$ cat config.mk
export PLATFORM = sky130hd
export DESIGN_NAME = my_spi_master
export DESIGN_NICKNAME = d
export VERILOG_FILES = /design/src/rtl/my_spi_pkg.sv /design/src/rtl/sync_2ff.sv /design/src/rtl/my_spi_master.sv
export SDC_FILE = /design/constraint.sdc
export NUM_CORES = 1
export LEC_CHECK = 0
export CAP_MARGIN = 40
export CORE_UTILIZATION = 52
export CTS_CLUSTER_DIAMETER = 100
export DETAILED_ROUTE_END_ITERATION = 6
export GPL_TIMING_DRIVEN = 0
export PLACE_DENSITY = 0.86
export SLEW_MARGIN = 10
export SYNTH_ARGS = -nofsm -noshare
export SYNTH_HDL_FRONTEND = slang
export SYNTH_SLANG_ARGS = --single-unit
$ cat constraint.sdc
create_clock -name theClock -period 2.1 [get_ports theClock]
set_input_delay 0.525 -clock theClock [delete_from_list [all_inputs] [get_ports theClock]]
set_output_delay 0.525 -clock theClock [all_outputs]
set_load 0.1 [all_outputs]
$ cat src/rtl/my_spi_pkg.sv
// my_spi_pkg: types and constants shared by the SPI register-access master
// and its responder.
//   state_t       master sequencing states
//   A_*           responder register map addresses (7-bit)
package my_spi_pkg;

  typedef enum logic [2:0] {
    S_Idle,
    S_Setup,
    S_Low,
    S_High,
    S_Hold,
    S_Gap
  } state_t;

  localparam logic [6:0] A_Config  = 7'h00;
  localparam logic [6:0] A_Status  = 7'h01;
  localparam logic [6:0] A_dirR    = 7'h10;
  localparam logic [6:0] A_speedR1 = 7'h11;
  localparam logic [6:0] A_speedR2 = 7'h12;
  localparam logic [6:0] A_dirL    = 7'h20;
  localparam logic [6:0] A_speedL1 = 7'h21;
  localparam logic [6:0] A_speedL2 = 7'h22;

endpackage

$ cat src/rtl/sync_2ff.sv
// sync_2ff: two-flop synchronizer for a single asynchronous input.
//   clk  in   destination clock
//   rst  in   synchronous active-high reset (clears both flops)
//   d    in   asynchronous input
//   q    out  synchronized output, two cycles of latency
module sync_2ff (
  input  logic clk,
  input  logic rst,
  input  logic d,
  output logic q
);

  logic meta;

  always_ff @(posedge clk) begin
    if (rst) begin
      meta <= 1'b0;
      q    <= 1'b0;
    end else begin
      meta <= d;
      q    <= meta;
    end
  end

endmodule

$ cat src/rtl/my_spi_master.sv
// my_spi_master: single 16-bit SPI transaction initiator ({write, addr[6:0]}
// command byte then one data byte, MSB first, CS active-low, SCLK idle low).
//   theClock    in   system clock
//   theReset    in   synchronous active-high reset
//   start       in   request pulse, accepted only while busy=0
//   write       in   1 = write, 0 = read
//   addr[6:0]   in   register address
//   wdata[7:0]  in   write data (ignored by responder on reads)
//   busy        out  transaction in progress, including trailing CS-high gap
//   done        out  one-cycle pulse when CS rises at the end of a transaction
//   rdata[7:0]  out  byte shifted in during the data phase, held until next done
//   MySPI_clk   out  SCLK
//   MySPI_cs    out  chip select, active-low
//   MySPI_mosi  out  serial data to responder
//   MySPI_miso  in   serial data from responder (asynchronous)
//
// state   | meaning
// S_Idle  | CS high, waiting for start
// S_Setup | CS low, SCLK low, CS_SETUP cycles before the first bit
// S_Low   | SCLK low half period; MISO sampled on its last cycle
// S_High  | SCLK high half period; exit is the falling edge, tx shifts
// S_Hold  | CS still low after the last falling edge, CS_HOLD cycles
// S_Gap   | CS high, minimum gap before the next transaction, CS_HOLD cycles
module my_spi_master
  import my_spi_pkg::*;
#(
  parameter int unsigned HALF_PERIOD = 16,
  parameter int unsigned CS_SETUP    = 8,
  parameter int unsigned CS_HOLD     = 8
) (
  input  logic       theClock,
  input  logic       theReset,
  input  logic       start,
  input  logic       write,
  input  logic [6:0] addr,
  input  logic [7:0] wdata,
  output logic       busy,
  output logic       done,
  output logic [7:0] rdata,
  output logic       MySPI_clk,
  output logic       MySPI_cs,
  output logic       MySPI_mosi,
  input  logic       MySPI_miso
);

  localparam int unsigned MAX_SH  = (CS_SETUP > CS_HOLD) ? CS_SETUP : CS_HOLD;
  localparam int unsigned CNT_MAX = (HALF_PERIOD > MAX_SH) ? HALF_PERIOD : MAX_SH;
  localparam int          CW      = $clog2(CNT_MAX);

  state_t          state, next_state;
  logic [CW-1:0]   cnt, cnt_d;
  logic [3:0]      bit_cnt, bit_d;
  logic [15:0]     tx, tx_d;
  logic [7:0]      rx, rx_d;
  logic [7:0]      rdata_d;
  logic            miso_s;
  logic            last;
  logic            cs_low_d, sclk_d, mosi_d, busy_d, done_d;

  // Cycle count for the state being entered; the counter runs down to zero.
  function automatic logic [CW-1:0] reload(state_t s);
    case (s)
      S_Setup:        reload = CW'(CS_SETUP - 1);
      S_Low, S_High:  reload = CW'(HALF_PERIOD - 1);
      S_Hold, S_Gap:  reload = CW'(CS_HOLD - 1);
      default:        reload = '0;
    endcase
  endfunction

  sync_2ff u_miso_sync (
    .clk (theClock),
    .rst (theReset),
    .d   (MySPI_miso),
    .q   (miso_s)
  );

  assign last = (cnt == '0);

  // State, datapath and output registers. Every pin is a flop fed from the
  // next-state decode, so the pins change only on clock edges.
  always_ff @(posedge theClock) begin
    if (theReset) begin
      state      <= S_Idle;
      cnt        <= '0;
      bit_cnt    <= '0;
      tx         <= '0;
      rx         <= '0;
      rdata      <= '0;
      MySPI_cs   <= 1'b1;
      MySPI_clk  <= 1'b0;
      MySPI_mosi <= 1'b0;
      busy       <= 1'b0;
      done       <= 1'b0;
    end else begin
      state      <= next_state;
      cnt        <= cnt_d;
      bit_cnt    <= bit_d;
      tx         <= tx_d;
      rx         <= rx_d;
      rdata      <= rdata_d;
      MySPI_cs   <= ~cs_low_d;
      MySPI_clk  <= sclk_d;
      MySPI_mosi <= mosi_d;
      busy       <= busy_d;
      done       <= done_d;
    end
  end

  always_comb begin
    next_state = state;
    unique case (state)
      S_Idle:  if (start) next_state = S_Setup;
      S_Setup: if (last)  next_state = S_Low;
      S_Low:   if (last)  next_state = S_High;
      S_High:  if (last)  next_state = (bit_cnt == 4'd15) ? S_Hold : S_Low;
      S_Hold:  if (last)  next_state = S_Gap;
      S_Gap:   if (last)  next_state = S_Idle;
      default:            next_state = S_Idle;
    endcase
  end

  always_comb begin
    cs_low_d = (next_state == S_Setup) || (next_state == S_Low) ||
               (next_state == S_High)  || (next_state == S_Hold);
    sclk_d   = (next_state == S_High);
    busy_d   = (next_state != S_Idle);
    done_d   = (state == S_Hold) && last;

    tx_d = tx;
    if (state == S_Idle && start)
      tx_d = {write, addr, wdata};
    else if (state == S_High && last)
      tx_d = {tx[14:0], 1'b0};

    mosi_d = cs_low_d ? tx_d[15] : 1'b0;

    bit_d = bit_cnt;
    if (state == S_Idle && start)
      bit_d = '0;
    else if (state == S_High && last && bit_cnt != 4'd15)
      bit_d = bit_cnt + 4'd1;

    // Only the last eight samples survive in rx, i.e. the data-phase bits.
    rx_d = rx;
    if (state == S_Low && last)
      rx_d = {rx[6:0], miso_s};

    rdata_d = done_d ? rx : rdata;

    if (next_state != state)
      cnt_d = reload(next_state);
    else if (!last)
      cnt_d = cnt - CW'(1);
    else
      cnt_d = cnt;
  end

endmodule

==> reports/results.txt, run 1 <==
outcome: completed
CTS tree: yes
Post-Syn Instances: 214
# rows: 22
Critical Path RT: 2.30 ns
Post-CTS Setup Bufs: 0
adder-cell area share of the yosys netlist: 1.25%
largest net degree at the start of global routing: 16
hold_buf cts: 0
htree depth: 2
cell area after layout: 0.00269 mm^2
Worst-Skew Late Latency: 0.31 ns
Crit. End Element: flip-flop
Clock transition at path regs: 0.08 ns
RSZ-0062 raised after global routing: no
# DRC: 0
peak per-stage delay on the critical path: 0.43 ns
Total Die Area: 0.00412 mm^2
Core ar.: 0.00369 mm^2
commonest non-fill, non-tap cells in the layout: 50 x dfxtp_1, 36 x nor2_1, 32 x clkdlybuf4s50_1, 20 x a21oi_1, 18 x mux2i_1
WL per Instance: 14.2 um
maximum fanout along the worst path: 6
main combinational cell family by area after synthesis: simple AND/OR/NAND/NOR gates
Post-Syn Area: 0.00201 mm^2
Netlist cell types: 38
#FFs+latches synth: 50
P per Cell Area: 819 mW/mm^2
vias after detailed routing: 1,705
XOR/XNOR Fraction of Synth Area: 0.872%
Setup Skew: 0.00912 ns
Worst Tran Pin Value: 0.581 ns
VDD IR-drop max: 0.000465 V
Setup-failing EPs final: 0
crit start category: flip-flop
critical path class: reg -> reg
CTS Buffer Depth: 2
post-synthesis mux area share: 10.3%
drt total wl: 4.46 mm
HP Start: u_miso_sync.meta
initial antenna violation count: 0
post-cts resize count: 0
vias per inst: 5.43
CTS root buf: clkbuf_8
diode count: 0
Synth Area in Compound Gates: 15.8%
Routed Antenna Nets: 0
Critical-path top delay cell: a311o_1
Slew Limit Fails: 0
P_leak: 1.14 nW
drt pass-1 iters: 4
Fin Setup TNS: 0 ns
r2r setup slk: 0.06 ns
vias in the first global route: 1,618
routability-driven placement congestion ratio: 0.896
sequential-to-total area share from yosys stat: 49.8%
clock tree sinks: 50
Area after DPL: 0.00258 mm^2
final hold slack: 0.449 ns
number of max-cap violations: 0
Syn Area/Cell: 9.39 um^2
Yosys warning total: 0
first-pass GRT wire length: 7.31 mm
Crit. Startpoint: cnt[0]
Final Power: 0.00220 W
Period minus WS final: 2.04 ns
Initial Util: 54.5%
syn nets: 236
# IOs: 33
Synth Area in Simple Gates: 18.0%
CP cell instances: inv_1 > ha_1 > or3b_1 > buf_2 > a311o_1 > mux2_4
DP Wirelength: 3.32 mm
fillers: 270
die height: 64.2 um
total global-route track usage: 23.9%
leading cell type in the layout, fill and taps excluded: dfxtp_1
Iter 0 DRT Violations: 125
area grow syn2layout: 33.6%
Max-slew headroom: 60.7%
worst reg2reg path startpoint: cnt[0]
crit path DAT: 2.24 ns
share of cells above drive strength 1: 14.7%
Min-Delay Path Class: reg -> reg
fin crit share: 97.2%
f_max: 490 MHz
aggregate global routing overflow: 0
fin nets: 288
port bufs: 32
Die X: 64.2 um
hold violation count in the final report: 0
CTS Buf Count: 5
==> worst max-delay path: cells and delay by family, from the launching register on <==
kind,cells,cell delay (ns)
AOI/OAI and AO/OA,1,0.43
adders and majority gates,1,0.23
buffers and inverters,2,0.28
DFF,1,0.32
muxes,1,0.31
and+or+nand+nor,1,0.35
==> state kept, by name, summed over array words and instances, names as in the netlist <==
register	cells
MySPI_clk	1
MySPI_cs	1
MySPI_mosi	1
bit_cnt	4
busy	1
cnt	4
done	1
rdata	8
rx	8
state	3
tx	16
u_miso_sync.meta	1
u_miso_sync.q	1
==> routing by layer <==
| metal | part of all wire, % | wire, um | track usage, % | up-vias |
|---|---|---|---|---|
| met5 | 0 | 0 | 0 | - |
| met4 | 1.8 | 80 | 13.6 | 0 |
| met3 | 4.0 | 178 | 6.61 | 5 |
| met2 | 52 | 2330 | 41.2 | 46 |
| met1 | 42 | 1870 | 26.2 | 798 |
| li1 | - | - | - | 856 |
==> cell type report <==
type / instances / area, um^2 / area share [%]
buffer: 15 / 67.6 / 2.52
clock buffer: 5 / 68.8 / 2.56
clock inverter: 2 / 13.8 / 0.513
inverter: 4 / 15.0 / 0.559
multi-input combinational: 145 / 943 / 35.1
sequential: 50 / 1000 / 37.3
tap: 48 / 60.1 / 2.24
timing repair buffer: 45 / 515 / 19.2
==> synth_stat cells <==
| library cell | n | area, um^2 |
|---|---|---|
| nand2_1 | 15 | 56.3 |
| o221a_2 | 5 | 56.3 |
| nor4_1 | 1 | 6.26 |
| or3_1 | 1 | 6.26 |
| a2111oi_1 | 1 | 10.0 |
| or3b_1 | 1 | 8.76 |
| mux2i_1 | 18 | 180 |
| inv_1 | 4 | 15.0 |
| a21oi_1 | 20 | 100 |
| o31ai_1 | 1 | 7.51 |
| and4b_1 | 1 | 10.0 |
| a21oi_2 | 1 | 8.76 |
| a22oi_1 | 10 | 75.1 |
| or4b_1 | 1 | 10.0 |
| mux2_2 | 1 | 11.3 |
| mux2_4 | 1 | 15.0 |
| buf_2 | 7 | 35.0 |
| nor4b_1 | 1 | 8.76 |
| and3_1 | 2 | 12.5 |
| nand3b_1 | 1 | 7.51 |
| a211o_1 | 1 | 8.76 |
| xnor2_1 | 2 | 17.5 |
| o21ai_0 | 3 | 15.0 |
| a2111oi_0 | 1 | 8.76 |
| and2_1 | 1 | 6.26 |
| ha_1 | 2 | 25.0 |
| nor2_1 | 36 | 135 |
| clkbuf_1 | 8 | 30.0 |
| nor3_1 | 4 | 20.0 |
| and3b_1 | 1 | 8.76 |
| dfxtp_1 | 50 | 1000 |
| a32o_1 | 1 | 10.0 |
| nand3_1 | 3 | 15.0 |
| nand2b_1 | 1 | 6.26 |
| a311o_1 | 1 | 10.0 |
| nor2b_1 | 3 | 18.8 |
| o21bai_1 | 1 | 7.51 |
| nor3b_2 | 2 | 25.0 |
==> stage by stage <==
| step | std cells | utilization (%) | setup slack [ns] |
|---|---|---|---|
| 5_1_grt | 314 | 72.8 | 0.000651 |
| 2_1_floorplan | 214 | - | 0.245 |
| 3_5_place_dp | 307 | 70.1 | -0.191 |
| 4_1_cts | 314 | 72.3 | 0.0351 |
| 6_report | 314 | 72.8 | 0.0595 |
| 3_3_place_gp | 294 | 64.8 | -0.170 |
==> where the power goes <==
group	switching, W	internal (W)	leakage, nW
Clock	0.000308	0.000230	0.0444
Sequential	0.0000517	0.00103	0.408
Combinational	0.000334	0.000248	0.683
==> worst paths after layout <==
check        cells after the start             to
max                              6         cnt[3]
min                              1  u_miso_sync.q
max reg2reg                      6         cnt[3]
min reg2reg                      1  u_miso_sync.q
==> logic make-up (layout without fill, tap and decap cells) <==
family                     Yosys count  in the layout
muxes                               20             20
and+or+nand+nor                     75             75
xor gates and xnor gates             2              2
adders and majority gates            2              2
DFF                                 50             50
AOI/OAI and AO/OA                   46             46
buffers and inverters               19             71
Power figures use the tool's default switching activity.
==> run 2: changes to the inputs <==
--- a/config.mk
+++ b/config.mk
@@ -10,7 +10,8 @@
 export CTS_CLUSTER_DIAMETER = 100
 export DETAILED_ROUTE_END_ITERATION = 6
 export GPL_TIMING_DRIVEN = 0
-export PLACE_DENSITY = 0.86
+export PLACE_DENSITY = 0.85
+export SKIP_LAST_GASP = 1
 export SLEW_MARGIN = 10
 export SYNTH_ARGS = -nofsm -noshare
 export SYNTH_HDL_FRONTEND = slang
==> run 2 against run 1 <==
Hold slack better by 0.0058 ns; wire length is 3.4% lower; die area is the same; worst setup slack better by 0.054 ns; sequential share of layout area fell by 0.60 points; final area grew 1.6%; combinational power down 1%.
==> reports/results.txt, run 2 (same netlist as run 1, synthesis figures left out) <==
critical path's top delay family: compound AO/OA/AOI/OAI gates
aggregate global routing overflow: 0
maximum fanout along the worst path: 6
diode count: 0
drt pass-1 iters: 4
CP cell instances: inv_1 > ha_2 > or3b_1 > buf_2 > a311o_1 > mux2_4
# IOs: 33
Period minus WS final: 1.99 ns
peak per-stage delay on the critical path: 0.43 ns
htree depth: 2
first-pass GRT wire length: 7.29 mm
leading cell type in the layout, fill and taps excluded: dfxtp_1
P_leak: 1.16 nW
Total Die Area: 0.00412 mm^2
Final Power: 0.00237 W
Reg with most FFs: tx
VDD IR-drop max: 0.000538 V
Buffers & Inverters on Critical Path: 2
share of cells above drive strength 1: 15.7%
Core ar.: 0.00369 mm^2
drt total wl: 4.31 mm
Critical Path RT: 2.30 ns
# rows: 22
fin nets: 288
Iter 0 DRT Violations: 78
vias per inst: 5.36
DP Wirelength: 2.97 mm
critical path class: reg -> reg
largest net degree at the start of global routing: 17
Min-Delay Path Class: reg -> reg
Setup-failing EPs final: 0
fin crit share: 94.6%
CTS root buf: clkbuf_8
Crit. End Element: flip-flop
Initial Util: 54.5%
number of max-cap violations: 0
clock tree sinks: 50
Die X: 64.2 um
Clock transition at path regs: 0.09 ns
f_max: 503 MHz
Worst Tran Pin Value: 0.576 ns
port bufs: 32
Slew Limit Fails: 0
Regs by FF count: tx x16, rdata x8, rx x8
outcome: completed
total global-route track usage: 23.4%
Setup Skew: 0.00917 ns
final hold slack: 0.455 ns
WL per Instance: 13.7 um
CTS Buffer Depth: 2
CTS tree: yes
RSZ-0062 raised after global routing: no
initial antenna violation count: 0
vias in the first global route: 1,635
hold violation count in the final report: 0
Critical-path top delay cell: a311o_1
die height: 64.2 um
routability-driven placement congestion ratio: 0.838
Worst-Skew Late Latency: 0.31 ns
max reg flops: 16
vias after detailed routing: 1,688
# DRC: 0
Post-CTS Setup Bufs: 0
crit path DAT: 2.18 ns
fillers: 276
area grow syn2layout: 35.8%
crit start category: flip-flop
Routed Antenna Nets: 0
commonest non-fill, non-tap cells in the layout: 50 x dfxtp_1, 36 x nor2_1, 32 x clkdlybuf4s50_1, 20 x a21oi_1, 18 x mux2i_1
Max-slew headroom: 61.5%
CTS Buf Count: 5
Final Util: 74.0%
P per Cell Area: 867 mW/mm^2
-- run 2: worst paths after layout --
check | from | to | slack, ns | depth (start not counted)
setup / recovery | cnt[0] | cnt[3] | 0.11 | 6
setup reg to reg | cnt[0] | cnt[3] | 0.11 | 6
hold / removal | u_miso_sync.meta | u_miso_sync.q | 0.45 | 1
hold reg to reg | u_miso_sync.meta | u_miso_sync.q | 0.45 | 1
-- run 2: power by group --
| part | switching (W) | internal (W) | leakage (nW) | total (W) |
|---|---|---|---|---|
| sequential | 0.0000485 | 0.00103 | 0.408 | 0.00107 |
| clock | 0.000324 | 0.000392 | 0.0618 | 0.000716 |
| combinational | 0.000326 | 0.000250 | 0.686 | 0.000576 |
| total | 0.000698 | 0.00167 | 1.16 | 0.00237 |
-- run 2: metal layers --
layer | up-vias | GRT usage, % | part of all wire [%]
met1 | 772 | 28.1 | 43
met5 | - | 0 | 0
met3 | 13 | 4.11 | 4.4
li1 | 858 | - | -
met2 | 45 | 40.0 | 50
met4 | 0 | 11.9 | 2.7
-- run 2: cell type report --
| cell class | count | area [um^2] | share of cell area (%) |
|---|---|---|---|
| sequential | 50 | 1000 | 36.7 |
| multi-input combinational | 145 | 947 | 34.7 |
| timing repair buffer | 45 | 515 | 18.9 |
| clock buffer | 6 | 82.6 | 3.03 |
| buffer | 15 | 68.8 | 2.52 |
| tap | 48 | 60.1 | 2.20 |
| clock inverter | 2 | 38.8 | 1.42 |
| inverter | 4 | 15.0 | 0.550 |
-- run 2: repair_timing --
item                       4_1_cts  5_1_grt
setup endpoints to repair        0        6
hold buffers                     0        0
gates resized for setup          0        8
-- run 2: metrics by stage --
stage	instances	setup TNS (ns)	setup WS [ns]	instance area [um^2]
after detailed placement	307	-4.17	-0.212	2580
final	315	0	0.113	2730
after floorplan	214	0	0.245	2010
after global placement	294	-3.50	-0.161	2390
after CTS	315	0	0.0942	2710
after global routing	315	0	0.0132	2730
-- run 2: worst reg2reg max path, cell delays in order, from the launching register on --
cell and delay [ns]:
dfxtp_1 0.32, inv_1 0.10, ha_2 0.22, or3b_1 0.34, buf_2 0.17, a311o_1 0.43
mux2_4 0.31
==> run 3: changes to the inputs <==
==> constraint.sdc (replaced) <==
create_clock -name theClock -period 2 [get_ports theClock]
set_input_delay 0.5 -clock theClock [delete_from_list [all_inputs] [get_ports theClock]]
set_output_delay 0.5 -clock theClock [all_outputs]
set_load 0.1 [all_outputs]
==> run 3 against run 2 <==
Sequential share of layout area is 0.20 points lower; worst setup slack got worse by 0.054 ns; total power is 5.8% higher; register-to-register slack worse by 0.05 ns; die area did not move; clock skew decreased by 0.0012 ns; final area grew 0.55%; non-clock buffer count increased by 2; critical endpoint unchanged; largest cell class unchanged.
==> reports/results.txt, run 3 (same netlist as run 1, synthesis figures left out) <==
initial antenna violation count: 0
Setup Skew: 0.00799 ns
fin crit share: 97.0%
Seq. cell area: 0.00100 mm^2
die height: 64.2 um
Area after DPL: 0.00258 mm^2
Max-slew headroom: 59.5%
crit path DAT: 2.14 ns
first-pass GRT wire length: 7.29 mm
vias in the first global route: 1,635
Clock transition at path regs: 0.09 ns
Routed Antenna Nets: 0
crit start category: flip-flop
Core ar.: 0.00369 mm^2
VDD IR-drop max: 0.000565 V
leading cell type in the layout, fill and taps excluded: dfxtp_1
vias per inst: 5.34
CTS tree: yes
P_leak: 1.17 nW
port bufs: 32
Worst Tran Pin Value: 0.606 ns
diode count: 0
cell area after layout: 0.00274 mm^2
area grow syn2layout: 36.6%
Iter 0 DRT Violations: 94
drt pass-1 iters: 4
max reg flops: 16
Die X: 64.2 um
maximum fanout along the worst path: 6
outcome: completed
area of the multi-input gates: 947 um^2
clock tree sinks: 50
Worst-Skew Late Latency: 0.31 ns
Slew Limit Fails: 0
vias after detailed routing: 1,694
largest net degree at the start of global routing: 17
Total Die Area: 0.00412 mm^2
Fin Setup TNS: 0 ns
hold violation count in the final report: 0
routability-driven placement congestion ratio: 0.838
CTS Buf Count: 5
fin nets: 290
htree depth: 2
Crit. End Element: flip-flop
Min-Delay Path Class: reg -> reg
commonest non-fill, non-tap cells in the layout: 50 x dfxtp_1, 36 x nor2_1, 32 x clkdlybuf4s50_1, 20 x a21oi_1, 18 x mux2i_1
# IOs: 33
critical path class: reg -> reg
Regs by FF count: tx x16, rdata x8, rx x8
Initial Util: 54.5%
# DRC: 0
f_max: 515 MHz
Period minus WS final: 1.94 ns
DP Wirelength: 2.97 mm
CTS Buffer Depth: 2
P per Cell Area: 912 mW/mm^2
CTS root buf: clkbuf_8
Critical Path RT: 2.20 ns
drt total wl: 4.30 mm
RSZ-0062 raised after global routing: yes
final hold slack: 0.455 ns
Reg with most FFs: tx
Setup-failing EPs final: 0
fillers: 276
share of cells above drive strength 1: 16.4%
WL per Instance: 13.6 um
aggregate global routing overflow: 0
number of max-cap violations: 0
# rows: 22
total global-route track usage: 23.4%
## run 3: power breakdown
part           switching (W)  internal, W  leakage (nW)  total [W]
registers          0.0000510      0.00108         0.408    0.00113
clock network       0.000338     0.000411        0.0618   0.000750
logic               0.000345     0.000281         0.696   0.000626
total               0.000734      0.00177          1.17    0.00250
## run 3: repair_timing
item                       4_1_cts  5_1_grt
gates cloned                     0        0
setup endpoints to repair        1       34
pin swaps                        0        1
hold buffers                     0        0
setup buffers                    0        2
resized for setup                1        8
## run 3: per-layer routing
metal | GRT usage (%) | vias up | wire length, um
li1 | - | 859 | -
met1 | 28.1 | 775 | 1830
met2 | 40.0 | 50 | 2180
met3 | 4.11 | 10 | 180
met4 | 11.9 | 0 | 102
met5 | 0 | - | 0
## run 3: area by class of cell
cell class,instances,share of cell area [%]
multi-input cells,145,34.5
clock buffers,6,3.01
flip-flops and latches,50,36.5
repair buffers,47,19.3
well taps,48,2.19
clock inverters,2,1.41
inverters,4,0.547
plain buffers,15,2.51
## run 3: final timing paths
path,start,endpoint,slack [ns],cells after the start
max,cnt[0],cnt[3],0.06,6
min reg2reg,u_miso_sync.meta,u_miso_sync.q,0.45,1
max reg2reg,cnt[0],cnt[3],0.06,6
min,u_miso_sync.meta,u_miso_sync.q,0.45,1
## run 3: worst max-delay path: stages, from the launching register on
cell     delay (ns)
dfxtp_1        0.32
inv_1          0.10
ha_2           0.22
or3b_1         0.34
buf_2          0.17
a311o_1        0.39
mux2_4         0.31
## run 3: through the flow
stage	instances	worst slack [ns]	util (%)	power [W]
6_report	317	0.0590	74.4	0.00250
2_1_floorplan	214	0.145	-	0.00155
4_1_cts	315	0.0113	73.4	0.00247
3_5_place_dp	307	-0.287	70.1	0.00172
5_1_grt	317	-0.0356	74.4	0.00263
3_3_place_gp	294	-0.236	64.8	0.00168
